**src/rtl/cache_pkg.sv**
```systemverilog
// Shared types and address helpers for the direct-mapped data cache.
// Provides the FSM state enum, geometry constants and tag/index slicing.
package cache_pkg;

   localparam int INDEX_W = 4;
   localparam int TAG_W   = 32 - INDEX_W - 2;
   localparam int LINES   = 1 << INDEX_W;

   typedef enum logic [2:0] {
      IDLE,
      LOOKUP,
      MEM_RD,
      MEM_WR,
      DONE
   } state_t;

   typedef logic [TAG_W-1:0]   tag_t;
   typedef logic [INDEX_W-1:0] idx_t;

   function automatic tag_t addr_tag(input logic [31:0] a);
      return a[31:INDEX_W+2];
   endfunction

   function automatic idx_t addr_idx(input logic [31:0] a);
      return a[INDEX_W+1:2];
   endfunction

   function automatic logic [31:0] mk_addr(input tag_t t,
                                           input idx_t i);
      return {t, i, 2'b00};
   endfunction

endpackage

```
**src/rtl/cache_controller_if.sv**
```systemverilog
// CPU and memory bus signals of the cache controller.
// slave: controller side; master: CPU/memory side (bench).
interface cache_controller_if;

   logic        iCpuReq;
   logic        iCpuWe;
   logic [31:0] iCpuAddr;
   logic [31:0] iCpuWData;
   logic        iFlush;
   logic [31:0] oCpuRData;
   logic        oCpuReady;
   logic        oBusy;
   logic        oMemReq;
   logic        oMemWe;
   logic [31:0] oMemAddr;
   logic [31:0] oMemWData;
   logic        iMemAck;
   logic [31:0] iMemRData;

   modport slave (
      input  iCpuReq, iCpuWe, iCpuAddr, iCpuWData,
      input  iFlush, iMemAck, iMemRData,
      output oCpuRData, oCpuReady, oBusy,
      output oMemReq, oMemWe, oMemAddr, oMemWData
   );

   modport master (
      output iCpuReq, iCpuWe, iCpuAddr, iCpuWData,
      output iFlush, iMemAck, iMemRData,
      input  oCpuRData, oCpuReady, oBusy,
      input  oMemReq, oMemWe, oMemAddr, oMemWData
   );

endinterface

```
**src/rtl/cache_line_store.sv**
```systemverilog
// Valid/tag/data arrays of the cache: one write port, async read.
// Ports: iFlush clears all valid bits; iWe writes line iWIdx.
module cache_line_store
   import cache_pkg::*;
(
   input  logic        iClk,
   input  logic        iRstN,
   input  logic        iFlush,
   input  logic        iWe,
   input  idx_t        iWIdx,
   input  tag_t        iWTag,
   input  logic [31:0] iWData,
   input  idx_t        iRIdx,
   output logic        oValid,
   output tag_t        oTag,
   output logic [31:0] oData
);

   logic [LINES-1:0] r_valid;
   tag_t             r_tag  [LINES];
   logic [31:0]      r_data [LINES];

   always_ff @(posedge iClk or negedge iRstN) begin
      if (!iRstN) begin
         r_valid <= '0;
      end else if (iFlush) begin
         r_valid <= '0;
      end else if (iWe) begin
         r_valid[iWIdx] <= 1'b1;
      end
   end

   // Tag and data contents are meaningless until valid is set.
   always_ff @(posedge iClk) begin
      if (iWe) begin
         r_tag[iWIdx]  <= iWTag;
         r_data[iWIdx] <= iWData;
      end
   end

   assign oValid = r_valid[iRIdx];
   assign oTag   = r_tag[iRIdx];
   assign oData  = r_data[iRIdx];

endmodule

```
**src/rtl/cache_controller.sv**
```systemverilog
// Write-through, no-write-allocate direct-mapped cache sequencer.
// Ports: iClk, iRstN, bus (CPU request + memory side, slave view).
module cache_controller
   import cache_pkg::*;
(
   input logic               iClk,
   input logic               iRstN,
   cache_controller_if.slave bus
);

   state_t      r_state;
   state_t      w_next;
   logic        r_we;
   tag_t        r_tag;
   idx_t        r_idx;
   logic [31:0] r_wdata;
   logic [31:0] r_rdata;

   logic        w_valid;
   tag_t        w_ltag;
   logic [31:0] w_ldata;
   logic        w_hit;
   logic        w_flush;
   logic        w_accept;
   logic        w_lwe;
   logic [31:0] w_lwdata;
   logic        w_unused_off;

   // Word-aligned: byte offset bits carry no information.
   assign w_unused_off = ^bus.iCpuAddr[1:0];

   cache_line_store u_store (
      .iClk   (iClk),
      .iRstN  (iRstN),
      .iFlush (w_flush),
      .iWe    (w_lwe),
      .iWIdx  (r_idx),
      .iWTag  (r_tag),
      .iWData (w_lwdata),
      .iRIdx  (r_idx),
      .oValid (w_valid),
      .oTag   (w_ltag),
      .oData  (w_ldata)
   );

   assign w_hit    = w_valid && (w_ltag == r_tag);
   // Flush wins over a simultaneous request.
   assign w_flush  = (r_state == IDLE) && bus.iFlush;
   assign w_accept = (r_state == IDLE) && !bus.iFlush
                     && bus.iCpuReq;

   // One write port: store-hit update or read-miss fill.
   assign w_lwe = ((r_state == LOOKUP) && r_we && w_hit)
               || ((r_state == MEM_RD) && bus.iMemAck);
   assign w_lwdata = (r_state == MEM_RD) ? bus.iMemRData
                                         : r_wdata;

   always_ff @(posedge iClk or negedge iRstN) begin
      if (!iRstN) begin
         r_state <= IDLE;
      end else begin
         r_state <= w_next;
      end
   end

   always_comb begin
      w_next = r_state;
      unique case (r_state)
         IDLE: begin
            if (w_accept) w_next = LOOKUP;
         end
         LOOKUP: begin
            if (r_we)       w_next = MEM_WR;
            else if (w_hit) w_next = DONE;
            else            w_next = MEM_RD;
         end
         MEM_RD, MEM_WR: begin
            if (bus.iMemAck) w_next = DONE;
         end
         DONE: begin
            w_next = IDLE;
         end
         default: begin
            w_next = IDLE;
         end
      endcase
   end

   always_comb begin
      bus.oCpuReady = (r_state == DONE);
      bus.oBusy     = (r_state != IDLE);
      bus.oMemReq   = (r_state == MEM_RD)
                   || (r_state == MEM_WR);
      bus.oMemWe    = (r_state == MEM_WR);
      bus.oMemAddr  = mk_addr(r_tag, r_idx);
      bus.oMemWData = r_wdata;
      bus.oCpuRData = r_rdata;
   end

   // Request latch: later iCpu* changes are ignored until IDLE.
   always_ff @(posedge iClk or negedge iRstN) begin
      if (!iRstN) begin
         r_we    <= 1'b0;
         r_tag   <= '0;
         r_idx   <= '0;
         r_wdata <= '0;
      end else if (w_accept) begin
         r_we    <= bus.iCpuWe;
         r_tag   <= addr_tag(bus.iCpuAddr);
         r_idx   <= addr_idx(bus.iCpuAddr);
         r_wdata <= bus.iCpuWData;
      end
   end

   always_ff @(posedge iClk or negedge iRstN) begin
      if (!iRstN) begin
         r_rdata <= '0;
      end else if ((r_state == LOOKUP) && !r_we && w_hit) begin
         r_rdata <= w_ldata;
      end else if ((r_state == MEM_RD) && bus.iMemAck) begin
         r_rdata <= bus.iMemRData;
      end
   end

endmodule
```
**src/flat_wrapper.sv**
```systemverilog
// flat-port wrapper written by rule: the top's interface ports become plain ports
module cache_controller_flat import cache_pkg::*;
  (iClk, iRstN, bus_iCpuReq, bus_iCpuWe, bus_iCpuAddr, bus_iCpuWData, bus_iFlush, bus_iMemAck, bus_iMemRData, bus_oCpuRData, bus_oCpuReady, bus_oBusy, bus_oMemReq, bus_oMemWe, bus_oMemAddr, bus_oMemWData);
  cache_controller_if bus_i ();
  input logic iClk;
  input logic iRstN;
  input wire logic [$bits(bus_i.iCpuReq)-1:0] bus_iCpuReq;
  input wire logic [$bits(bus_i.iCpuWe)-1:0] bus_iCpuWe;
  input wire logic [$bits(bus_i.iCpuAddr)-1:0] bus_iCpuAddr;
  input wire logic [$bits(bus_i.iCpuWData)-1:0] bus_iCpuWData;
  input wire logic [$bits(bus_i.iFlush)-1:0] bus_iFlush;
  input wire logic [$bits(bus_i.iMemAck)-1:0] bus_iMemAck;
  input wire logic [$bits(bus_i.iMemRData)-1:0] bus_iMemRData;
  output wire logic [$bits(bus_i.oCpuRData)-1:0] bus_oCpuRData;
  output wire logic [$bits(bus_i.oCpuReady)-1:0] bus_oCpuReady;
  output wire logic [$bits(bus_i.oBusy)-1:0] bus_oBusy;
  output wire logic [$bits(bus_i.oMemReq)-1:0] bus_oMemReq;
  output wire logic [$bits(bus_i.oMemWe)-1:0] bus_oMemWe;
  output wire logic [$bits(bus_i.oMemAddr)-1:0] bus_oMemAddr;
  output wire logic [$bits(bus_i.oMemWData)-1:0] bus_oMemWData;
  assign bus_i.iCpuReq = bus_iCpuReq;
  assign bus_i.iCpuWe = bus_iCpuWe;
  assign bus_i.iCpuAddr = bus_iCpuAddr;
  assign bus_i.iCpuWData = bus_iCpuWData;
  assign bus_i.iFlush = bus_iFlush;
  assign bus_i.iMemAck = bus_iMemAck;
  assign bus_i.iMemRData = bus_iMemRData;
  assign bus_oCpuRData = bus_i.oCpuRData;
  assign bus_oCpuReady = bus_i.oCpuReady;
  assign bus_oBusy = bus_i.oBusy;
  assign bus_oMemReq = bus_i.oMemReq;
  assign bus_oMemWe = bus_i.oMemWe;
  assign bus_oMemAddr = bus_i.oMemAddr;
  assign bus_oMemWData = bus_i.oMemWData;
  cache_controller u_core (.iClk(iClk), .iRstN(iRstN), .bus(bus_i));
endmodule
```
**config.mk**
```make
export PLATFORM = sky130hd
export DESIGN_NAME = cache_controller_flat
export DESIGN_NICKNAME = d
export VERILOG_FILES = /design/src/rtl/cache_pkg.sv /design/src/rtl/cache_controller_if.sv /design/src/rtl/cache_line_store.sv /design/src/rtl/cache_controller.sv /design/src/flat_wrapper.sv
export SDC_FILE = /design/constraint.sdc
export NUM_CORES = 1
export LEC_CHECK = 0
export BUFFER_PORTS_ARGS = -buffer_cell sky130_fd_sc_hd__clkbuf_2
export CAP_MARGIN = 10
export CORE_MARGIN = 3
export CORE_UTILIZATION = 50
export DETAILED_ROUTE_END_ITERATION = 8
export PLACE_DENSITY = 0.64
export SLEW_MARGIN = 20
export SYNTH_ARGS = -nofsm -noshare
export SYNTH_HDL_FRONTEND = slang
export SYNTH_SLANG_ARGS = --single-unit
```
**constraint.sdc**
```tcl
create_clock -name iClk -period 9.9 [get_ports iClk]
set_input_delay 1.485 -clock iClk [delete_from_list [all_inputs] [get_ports iClk]]
set_output_delay 1.485 -clock iClk [all_outputs]
set_load 0.05 [all_outputs]
```
# --- Word level (Yosys, flattened, before mapping) ---
# Memories as Yosys holds them, arrays and structs flattened. A register that Yosys moved wholly into a read port is not among the register bits.
# Cells that the tools add are included.
totals:
  regBits: 82
  mem_bits_rw: 928
  in_bits: 102
  out_inout_bits: 100
  word_cells: 53
  memories: 2
memory_table:
  columns: ["memory", "depth", "word_bits", "rd", "rd_clocked_by_memory_dff", "wr", "line_no", "rtl"]
  rows:
  - ["u_core.u_store.r_data", 16, 32, 1, 1, 1, "cache_line_store.sv:21", "logic [31:0] r_data [LINES];"]
  - ["u_core.u_store.r_tag", 16, 26, 1, 0, 1, "cache_line_store.sv:20", "tag_t r_tag [LINES];"]
classes:
  magnitude_cmp: 2
  eq_ne: 7
  n_mux: 14
  bitwise_logic: 1
  n_reduce_logical: 21
ops:
  columns: ["cell", "n"]
  rows:
  - ["16-bit two-way mux", 2]
  - ["32-bit two-way mux", 1]
  - ["26-bit equality test", 1]
  - ["16-bit OR", 1]
  - ["3-bit two-way mux", 4]
  - ["1-bit logical AND", 10]
  - ["3-bit one-hot mux with 3 select lines", 1]
  - ["3-bit by 2-bit equality test with 1-bit output, second input constant", 2]
  - ["4-bit by 5-bit < comparator with 1-bit output, second input constant", 1]
  - ["1-bit binary-select mux with 4-bit select", 1]
  - ["1-bit demux with 4-bit select", 1]
  - ["4-bit by 1-bit greater-or-equal comparator with 1-bit output, second input constant", 1]
  - ["1-bit two-way mux", 4]
  - ["2-bit nonzero test", 2]
  - ["3-bit by 1-bit equality test with 1-bit output, second input constant", 1]
  - ["3-bit equality test, second input constant", 1]
  - ["1-bit logical NOT", 3]
  - ["3-bit logical NOT", 1]
  - ["3-bit nonzero test", 1]
  - ["1-bit logical OR", 2]
  - ["2-bit by 1-bit != test with 1-bit output, second input constant", 1]
  - ["2-bit != test, second input constant", 1]
  - ["2-bit AND reduction", 1]
  - ["2-bit OR reduction", 1]

# --- Longest topological paths before layout ---
# Gate-level depths: netlist (run 1).
depth:
  ltp_word: 7
  mapped_depth: 17
  ltp_nobuf: 10

# --- Hierarchy ---
# From an unflattened synthesis (run 1), not the netlist that was laid out.
unflattened:
  hier_cells: 1843
  area_unflattened_um2: 40368.7
modules_own_cells:
  columns: ["mod", "n_inst", "cells_each", "area_each_um2", "seq_area_each_um2"]
  rows:
  - ["cache_line_store", 1, 1506, 35401.5, 28267.1]
  - ["cache_controller", 1, 337, 4967.3, 2452.4]

# --- Worst setup path before layout (run 1) ---
# No wires, ideal clock.
synth_path:
  path_type: "reg-to-reg"
  start: "reg u_core.r_idx[3]"
  end: "mem u_core.u_store.r_data[12][0] (enable)"
  setup_time_ps: 621
  t_arrival_ps: 8611
  required_ps: 9279
  slack_ps: 669
  stages_incl_launch_ff: 15
  cell_sequence: "dfrtp_1 buf_2 buf_2 buf_1 mux4_2 a22oi_1 nand2_1 xor2_1 nor3_1 nand3_1 nor4_1 o21ai_1 buf_6 buf_6 nor4_1"
synth_via:
  elab_chain_len: 7
  elab_cells_between_ends: 9
  cone_classes: "eq/ne: 1; mux: 4; reduce/logical: 3; memory: 1"
synth_lines:
  columns: ["element", "line_no", "rtl"]
  rows:
  - ["start, declared", "cache_controller.sv:15", "idx_t r_idx;"]
  - ["start signal, assigned", "cache_controller.sv:110", "r_idx <= addr_idx(bus.iCpuAddr);"]
  - ["memory 16 x 26 bit or 1-bit binary-select mux with 4-bit select (tied branches)", null, null]
  - ["26-bit equality test or 1-bit two-way mux (tied branches)", "cache_controller.sv:46, cache_line_store.sv:41", null]
  - ["1-bit logical AND", "cache_controller.sv:46", "assign w_hit = w_valid && (w_ltag == r_tag);"]
  - ["1-bit logical AND", "cache_controller.sv:53", "assign w_lwe = ((r_state == LOOKUP) && r_we && w_hit)"]
  - ["1-bit logical OR", "cache_controller.sv:54", "|| ((r_state == MEM_RD) && bus.iMemAck);"]
  - ["1-bit two-way mux", "cache_line_store.sv:35", "if (iWe) begin"]
  - ["1-bit two-way mux (not written as such)", "cache_line_store.sv:37", "r_data[iWIdx] <= iWData;"]
  - ["end, declared", "cache_line_store.sv:21", null]
# Several ways; a longest one is shown, not always the timed one. The select of a mux whose other input is x is not followed.

# --- Worst setup path after layout (run 1) ---
layout_path:
  start: "reg u_core.r_idx[3]"
  end: "mem u_core.u_store.r_data[12][12] (enable)"
# Same word-level chain as after synthesis.

==> impl_metrics.ini, run 1 <==
[status]
outcome = finished clean

[grt]
grt-ovfl-total = 0
grt_pass1_wl_mm = 140
grt_usage_pct = 22.2
grt_antenna_before_repair = 1
grt_max_degree = 138
grt_pass1_vias = 21100

[cells_and_area]
stdcell_area_um2 = 47200
final_layout_size_suffix_gt1_share_pct = 37.5
diodes = 0
num-fill-cells = 5845
fin_util_pct = 58.2
syn2layout_area_growth_pct = 14.5
fin_nets = 2283

[cts]
path_clk_slew_ps = 60
postCtsResizedCells = 0
cts_sinks = 1042
cts_setup_buffers = 0
cts_max_path_buffers = 3
h-tree-depth = 3
cts_root_buffer = clkbuf_16
cts.hold.buffers_added = 0
cts_buffers = 106
cts_tree = built
insertion_delay_ps = 660

[pwr]
leakage_nw = 16.0
finalPower_mw = 15.4
power.density_nw_per_um2 = 325
ir_drop_uv = 361

[place]
io_buffers = 197
place_hpwl_mm = 50.3
placed_cell_area_um2 = 43600
gp_congestion = 0.843

[detailed_routing]
drtIter0Drc = 1975
wl_per_cell_um = 28.2
drc_errors = 0
vias = 20300
routed_via_density = 6.08
wl_mm = 94.1
dr.pass1.iters = 5
ant_nets = 0

[synth]
ys_top_cells_by_count = edfxtp_1, mux4_2, mux2_2
synth.yosys.seq_area_share_pct = 74.5
yosysTopAreaCell = edfxtp_1
ys_ff_latch = 1042
ys_types = 67
yosysTopAreaCellShare_pct = 67.6
netlist_instances = 1921
async_reset_ff_share_pct = 10.9
synth_area_leaders = edfxtp_1, mux4_2, dfrtp_1
synth.most_common_cell = edfxtp_1
synthesis.area_um2 = 41200
synth_edf_count = 928
syn_avg_cell_area_um2 = 21.5
synth_flop_cell = edfxtp_1
yosys_warnings = 0

[job]
max_cap_viol_count = 0

[worst_setup_path]
cpMostUsedCell = buf_4
crit_path_top_delay_cell = o31ai_1
crit_fanout = 33
critPathLaunchType = flop
end_kind = flop
arrival_ps = 7230
worstRegToRegCells = 14
crit_chain = buf_4 -> nor2b_1 -> a22oi_1 -> a21oi_1 -> o221ai_1 -> o31ai_1 -> nand4_1 -> nor4_1 -> o21ai_4 -> buf_4 -> buf_4 -> nor4_2 -> buf_4 -> buf_4
crit_type = reg2reg
worstPathRequired_ps = 10170
critPathMaxStageDelay_ps = 890

[sta]
skew_ps = 21.5
worst_slew_pin_slew_ps = 1110
max_freq_mhz = 144
finalCritPeriodShare_pct = 70.3
timing.final.hold_violations = 0
slew_headroom_pct = 25.8
drv_slew = 0
rsz0062_at_grt = no
setup_viol = 0
setup_tns_ps = 0
min_period_ps = 6960
holdWs_ps = 491

[die]
row_count = 104
die_area_um2 = 85900
initial_core_util_pct = 50.9
die_x_um = 293
die_h_um = 293
ios = 202
fp.coreArea_um2 = 81100

[worst_hold_path]
whs_path_depth = 1
min_path_type = reg2reg
report_power, final:
group	total [mW]	internal [mW]	switching [mW]
clock	4.07	2.42	1.64
combinational	4.96	1.95	3.01
sequential	6.33	5.79	0.534
total	15.4	10.2	5.19
cells by family (layout without fill, tap and decap cells):
logic type	Yosys count	count (layout)	synth area share, %
mux	487	487	19.6
xor+xnor	29	29	0.616
compound gates	106	106	1.94
other cells	1	2	0.00910
simple gates	140	140	1.72
flops	1042	1042	74.5
buf+inv	116	468	1.57
path summary, 6_finish.rpt:
| check | start | to | slack, ps |
|---|---|---|---|
| worst max-delay path | u_core.r_idx[3] | u_core.u_store.r_data[12][12] | 2940 |
| worst min-delay path | u_core.u_store.r_valid[8] | u_core.u_store.r_valid[8] | 490 |
| worst max register to register | u_core.r_idx[3] | u_core.u_store.r_data[12][12] | 2940 |
| worst min register to register | u_core.u_store.r_valid[8] | u_core.u_store.r_valid[8] | 490 |
| max in group asynchronous | iRstN | u_core.r_idx[3] | 7650 |
| min in group asynchronous | iRstN | u_core.bus.oCpuRData[26] | 790 |
metal layers:
metal | routed length, um | vias to the layer above | track usage (%)
met1 | 39600 | 10800 | 32.0
met5 | 0 | - | 0
met2 | 45700 | 788 | 35.4
li1 | - | 8518 | -
met3 | 6800 | 142 | 3.95
met4 | 2010 | 0 | 5.98
final cells by class:
cell class	instances	area (um2)	area share, %
well taps	1060	1330	2.81
clock inverters	68	732	1.55
repair buffers	254	1500	3.17
inverters	13	48.8	0.103
flip-flops and latches	1042	30700	65.1
multi-input cells	764	9980	21.1
clock buffers	133	2880	6.09
through the flow:
stage / instances / worst slack [ps]
floorplan: 1922 / 669
global placement: 3131 / 3160
detailed placement: 3133 / 3070
CTS: 3334 / 3040
global route: 3334 / 2870
finish: 3334 / 2940
registers in the layout (all words and copies together), names as in the netlist:
signal                  count
u_core.u_store.r_data     512
u_core.u_store.r_tag      416
u_core.bus.oCpuRData       32
u_core.bus.oMemWData       32
u_core.r_tag               26
u_core.u_store.r_valid     16
u_core.r_idx                4
u_core.r_state              3
u_core.r_we                 1
layout by cell type (no fill, tap or decap), drive strengths merged, types with 8 or more instances in the layout:
master | netlist | layout
edfxtp | 928 | 928
buf | 63 | 58
mux2i | 81 | 81
nor4 | 12 | 12
clkinvlp | 0 | 8
nand2b | 8 | 8
a22oi | 21 | 21
mux4 | 240 | 240
nand2 | 32 | 32
nor3 | 17 | 17
dfrtp | 114 | 114
bufinv | 0 | 14
o21a | 17 | 17
clkinv | 0 | 44
nor2b | 12 | 12
clkbuf | 40 | 329
a21oi | 15 | 15
xor2 | 19 | 19
mux2 | 166 | 166
xnor2 | 10 | 10
nand3 | 11 | 11
inv | 13 | 15
nor2 | 26 | 26
worst max-delay path: cells and delay by family (launching register included):
kind / cells / cell delay [ps]
flip-flops: 1 / 640
AO/OA/AOI/OAI: 5 / 1590
AND/OR/NAND/NOR: 4 / 1990
buffers and inverters: 5 / 2240
Note: power is estimated with default switching activity, not from simulation.
==> run 2, diff against run 1 <==
clock period = 7.16 ns   (was 9.9 ns; I/O delays follow)
==> run 2 against run 1 <==
Effect of this change:
- first-iteration DRC count is 0.81% lower
- setup slack worse by 1500 ps
- maximum frequency is 21% higher
- cell area is 0.24% higher
- die area stayed put
- clock power is 35% higher
- power is 38% higher
- sequential power is 38% higher
- flip-flop and latch count stayed put
- combinational power is 40% higher
- routed wire length is 0.57% lower
- via count is 0.36% lower
==> impl_metrics.ini, run 2 (synthesized netlist as in run 1, its figures left out) <==
[status]
outcome = finished clean

[die]
ios = 202
row_count = 104
die_x_um = 293
die_area_um2 = 85900
die_h_um = 293
initial_core_util_pct = 50.9
fp.coreArea_um2 = 81100

[cells_and_area]
layout_common_cells = edfxtp_1, mux4_2, clkbuf_2
final_layout_size_suffix_gt1_share_pct = 37.6
multiInputGateArea_um2 = 10000
syn2layout_area_growth_pct = 14.7
largest_reg_flops = 512
final_common_cell = edfxtp_1
area.sequential_um2 = 30700
diodes = 0
largestRegisters = u_core.u_store.r_data x512, u_core.u_store.r_tag x416
num-fill-cells = 5872
stdcell_area_um2 = 47300
fin_util_pct = 58.4
fin_nets = 2292
regMostFlops = u_core.u_store.r_data

[place]
io_buffers = 197
placed_cell_area_um2 = 43800
gp_congestion = 0.833
pre_cts_slack_ps = 1450
place_hpwl_mm = 51.5

[grt]
grt_usage_pct = 22.1
grt_antenna_before_repair = 0
grt_pass1_wl_mm = 140
grt-ovfl-total = 0
grt_pass1_vias = 21300
grt_max_degree = 60

[worst_setup_path]
critPathLaunchType = flop
worstPathRequired_ps = 7450
arrival_ps = 6020
end_kind = flop
path_buf_inv = 4
cpMostUsedCell = buf_4
critPathMaxStageDelay_ps = 890
crit_chain = buf_4 -> buf_4 -> mux4_2 -> a22o_1 -> o211ai_1 -> nor4b_1 -> nand4_1 -> nor4_1 -> o21ai_4 -> buf_4 -> nor4_2 -> buf_4
crit_fanout = 41
worstRegToRegCells = 12
crit_path_top_delay_cell = dfrtp_4
cp.depth = 12
critPathTopFamily = buffers and inverters
crit_type = reg2reg

[sta]
worst_slew_pin_slew_ps = 998
holdWs_ps = 407
rsz0062_at_grt = no
max_freq_mhz = 174
min_period_ps = 5740
setup_viol = 0
slew_headroom_pct = 33.3
drv_slew = 0
skew_ps = 28.8
setup_slack_ps = 1420
timing.final.hold_violations = 0
finalCritPeriodShare_pct = 80.1

[pwr]
ir_drop_uv = 465
p_sw_mw = 7.13
finalPower_mw = 21.2
pwr-share-seq_pct = 41.3
swShare_pct = 33.7
p_clk_share_pct = 26.0
leakage_nw = 16.0
p_comb_share_pct = 32.7
power.internal_mw = 14.0
power.density_nw_per_um2 = 447

[cts]
cts_setup_buffers = 0
cts_tree = built
cts_sinks = 1042
cts.hold.buffers_added = 0
h-tree-depth = 3
cts_max_path_buffers = 3
postCtsResizedCells = 0
insertion_delay_ps = 650
cts_buffers = 105
cts_root_buffer = clkbuf_16
path_clk_slew_ps = 60

[detailed_routing]
dr.pass1.iters = 5
drc_errors = 0
vias = 20200
wl_mm = 93.6
drtIter0Drc = 1959
ant_nets = 0
wl_per_cell_um = 28.1
routed_via_density = 6.06

[job]
max_cap_viol_count = 0

[worst_hold_path]
min_path_type = in2async
==> run 2: metal layers <==
metal	part of all wire (%)	track usage, %	vias up
li1	-	-	8512
met1	42	31.6	10800
met2	48	35.4	756
met3	7.3	4.82	123
met4	1.9	5.36	0
met5	0	0	-
==> run 2: power by group through the flow <==
stage               Clock, mW  Combinational, mW  Sequential (mW)
global route             5.87               7.40             8.83
global placement            0               6.88             8.81
detailed placement          0               6.96             8.87
floorplan                   0               4.27             9.50
finish                   5.50               6.92             8.73
CTS                      5.61               6.99             8.75
==> run 2: layout make-up <==
type	count	share of cell area, %
Tap cell	1060	2.80
Inverter	13	0.103
Clock inverter	52	1.21
Multi-Input combinational cell	764	21.2
Clock buffer	139	6.19
Sequential cell	1042	65.0
Timing Repair Buffer	264	3.50
==> run 2: worst register-to-register path, delay by kind of cell (launching register included) <==
| family | cells | cell delay (ps) |
|---|---|---|
| multiplexers | 1 | 320 |
| buffers and inverters | 4 | 1880 |
| flip-flops | 1 | 890 |
| AO/OA/AOI/OAI | 3 | 570 |
| AND/OR/NAND/NOR | 4 | 1700 |
==> run 2: stage by stage <==
stage | std cells | TNS (ps)
after floorplan | 1922 | -731580
after global placement | 3143 | 0
after detailed placement | 3143 | 0
after CTS | 3334 | 0
after global routing | 3334 | 0
final | 3334 | 0
==> run 2: worst paths after layout <==
path	startpoint	to	slack [ps]
max	u_core.r_idx[1]	u_core.u_store.r_tag[4][4]	1420
min reg2reg	u_core.u_store.r_valid[12]	u_core.u_store.r_valid[12]	490
min	iRstN	u_core.bus.oMemWData[26]	410
max in group asynchronous	iRstN	u_core.r_idx[0]	5340
min in group iClk	u_core.u_store.r_valid[12]	u_core.u_store.r_valid[12]	490
max reg2reg	u_core.r_idx[1]	u_core.u_store.r_tag[4][4]	1420
==> run 3, diff against run 2 <==
clock period = 5.6 ns   (was 7.16 ns; I/O delays follow)
==> run 3 against run 2 <==
Effect of this change:
- core utilization is 0.32 points higher
- via count is 1.1% higher
- critical endpoint is now u_core.u_store.r_tag[4][3]
- routed wire length is 1.7% higher
- combinational power is 31% higher
- largest power group unchanged
- power is 27% higher
- setup slack worse by 1200 ps
- flip-flop and latch count stayed put
- sequential share of layout area is 0.35 points lower
- sequential power is 27% higher
==> impl_metrics.ini, run 3 (synthesized netlist as in run 1, its figures left out) <==
[sta]
holdWs_ps = 231
worst_slew_pin_slew_ps = 1090
slew_headroom_pct = 27.1
skew_ps = 26.3
min_period_ps = 5340
setup_slack_ps = 263
timing.final.hold_violations = 0
drv_slew = 0
setup_viol = 0
max_freq_mhz = 187
rsz0062_at_grt = no
finalCritPeriodShare_pct = 95.3

[detailed_routing]
vias = 20400
ant_nets = 0
routed-wl-met2_mm = 45.9
dr.max_layer_used = met4
wl_mm = 95.3
drc_errors = 0
drtIter0Drc = 1977
routed_via_density = 6.10
wl_per_cell_um = 28.4
wl_met1_mm = 40.5
wl_met3_mm = 6.53
dr.pass1.iters = 5

[die]
ios = 202
die_x_um = 293
die_area_um2 = 85900
die_h_um = 293
row_count = 104
fp.coreArea_um2 = 81100
initial_core_util_pct = 50.9

[pwr]
finalPower_mw = 26.9
ir_drop_uv = 453
power.density_nw_per_um2 = 565
leakage_nw = 16.1

[cells_and_area]
layout_common_cells = edfxtp_1, mux4_2, clkbuf_2
largest_reg_flops = 512
syn2layout_area_growth_pct = 15.4
stdcell_count = 3351
fin_util_pct = 58.7
fin_nets = 2302
largestRegisters = u_core.u_store.r_data x512, u_core.u_store.r_tag x416
final_layout_size_suffix_gt1_share_pct = 37.7
final_common_cell = edfxtp_1
regMostFlops = u_core.u_store.r_data
diodes = 0
num-fill-cells = 5830

[worst_setup_path]
arrival_ps = 5650
crit_type = reg2reg
worstPathRequired_ps = 5910
crit_fanout = 48
end_kind = flop
critPathLaunchType = flop

[cts]
cts.hold.buffers_added = 0
insertion_delay_ps = 660
postCtsResizedCells = 0
cts_sinks = 1042
cts_root_buffer = clkbuf_16
cts_buffers = 105
h-tree-depth = 3
cts_setup_buffers = 0
cts_max_path_buffers = 3
cts_tree = built
path_clk_slew_ps = 60

[grt]
grt_pass1_wl_mm = 142
grt_pass1_vias = 21300
grt_antenna_before_repair = 1
grt_max_degree = 99
grt_usage_pct = 22.5
grt-ovfl-total = 0

[place]
io_buffers = 197
gp_congestion = 0.845
pre_cts_slack_ps = 534
placed_cells = 3153
place_hpwl_mm = 52.2

[worst_hold_path]
min_path_type = in2async

[job]
max_cap_viol_count = 0

[status]
outcome = finished clean
## run 3: report_power, final
group / internal, mW / leakage [nW] / switching [mW] / total [mW]
registers: 10.2 / 9.75 / 0.899 / 11.1
logic: 3.55 / 4.73 / 5.49 / 9.04
clock network: 3.82 / 1.63 / 2.87 / 6.68
total: 17.6 / 16.1 / 9.26 / 26.9
## run 3: routing by layer
metal  GRT usage [%]  up-vias
met4            6.58        0
met3            3.68      139
met5               0        -
met1            32.7    10900
li1                -     8568
met2            35.8      775
## run 3: critical path, cell delays in order, from the launching register on
cell and delay (ps):
dfrtp_4 750, nor2_1 780, a22oi_1 270, nand4_1 210, a32oi_1 200, nor4b_1 670
nand4_1 210, nor4_1 580, buf_4 230, o21ai_4 60, buf_12 220, nor4_4 330
buf_12 370
## run 3: path summary, 6_finish.rpt
kind	slack, ps	end	startpoint	depth (start not counted)
hold reg to reg	490	u_core.u_store.r_valid[15]	u_core.u_store.r_valid[15]	1
max in group asynchronous	4190	u_core.bus.oCpuRData[25]	iRstN	2
setup / recovery	260	u_core.u_store.r_tag[4][3]	u_core.r_idx[3]	12
min in group iClk	410	u_core.bus.oMemWData[31]	bus_iCpuWData[31]	2
hold / removal	230	u_core.bus.oMemWData[26]	iRstN	1
setup reg to reg	260	u_core.u_store.r_tag[4][3]	u_core.r_idx[3]	12
## run 3: metrics by stage
step	TNS [ps]	instance area (um2)
floorplan	-404520	41400
global placement	0	44200
detailed placement	0	44200
CTS	0	47600
global route	0	47600
finish	0	47600
## run 3: layout make-up
cell class / count / area [um2] / area share [%]
clock buffer: 140 / 2890 / 6.08
clock inverter: 58 / 443 / 0.931
inverter: 13 / 48.8 / 0.103
multi-input combinational: 764 / 10100 / 21.2
sequential: 1042 / 30700 / 64.6
tap: 1060 / 1330 / 2.79
timing repair buffer: 274 / 2030 / 4.27
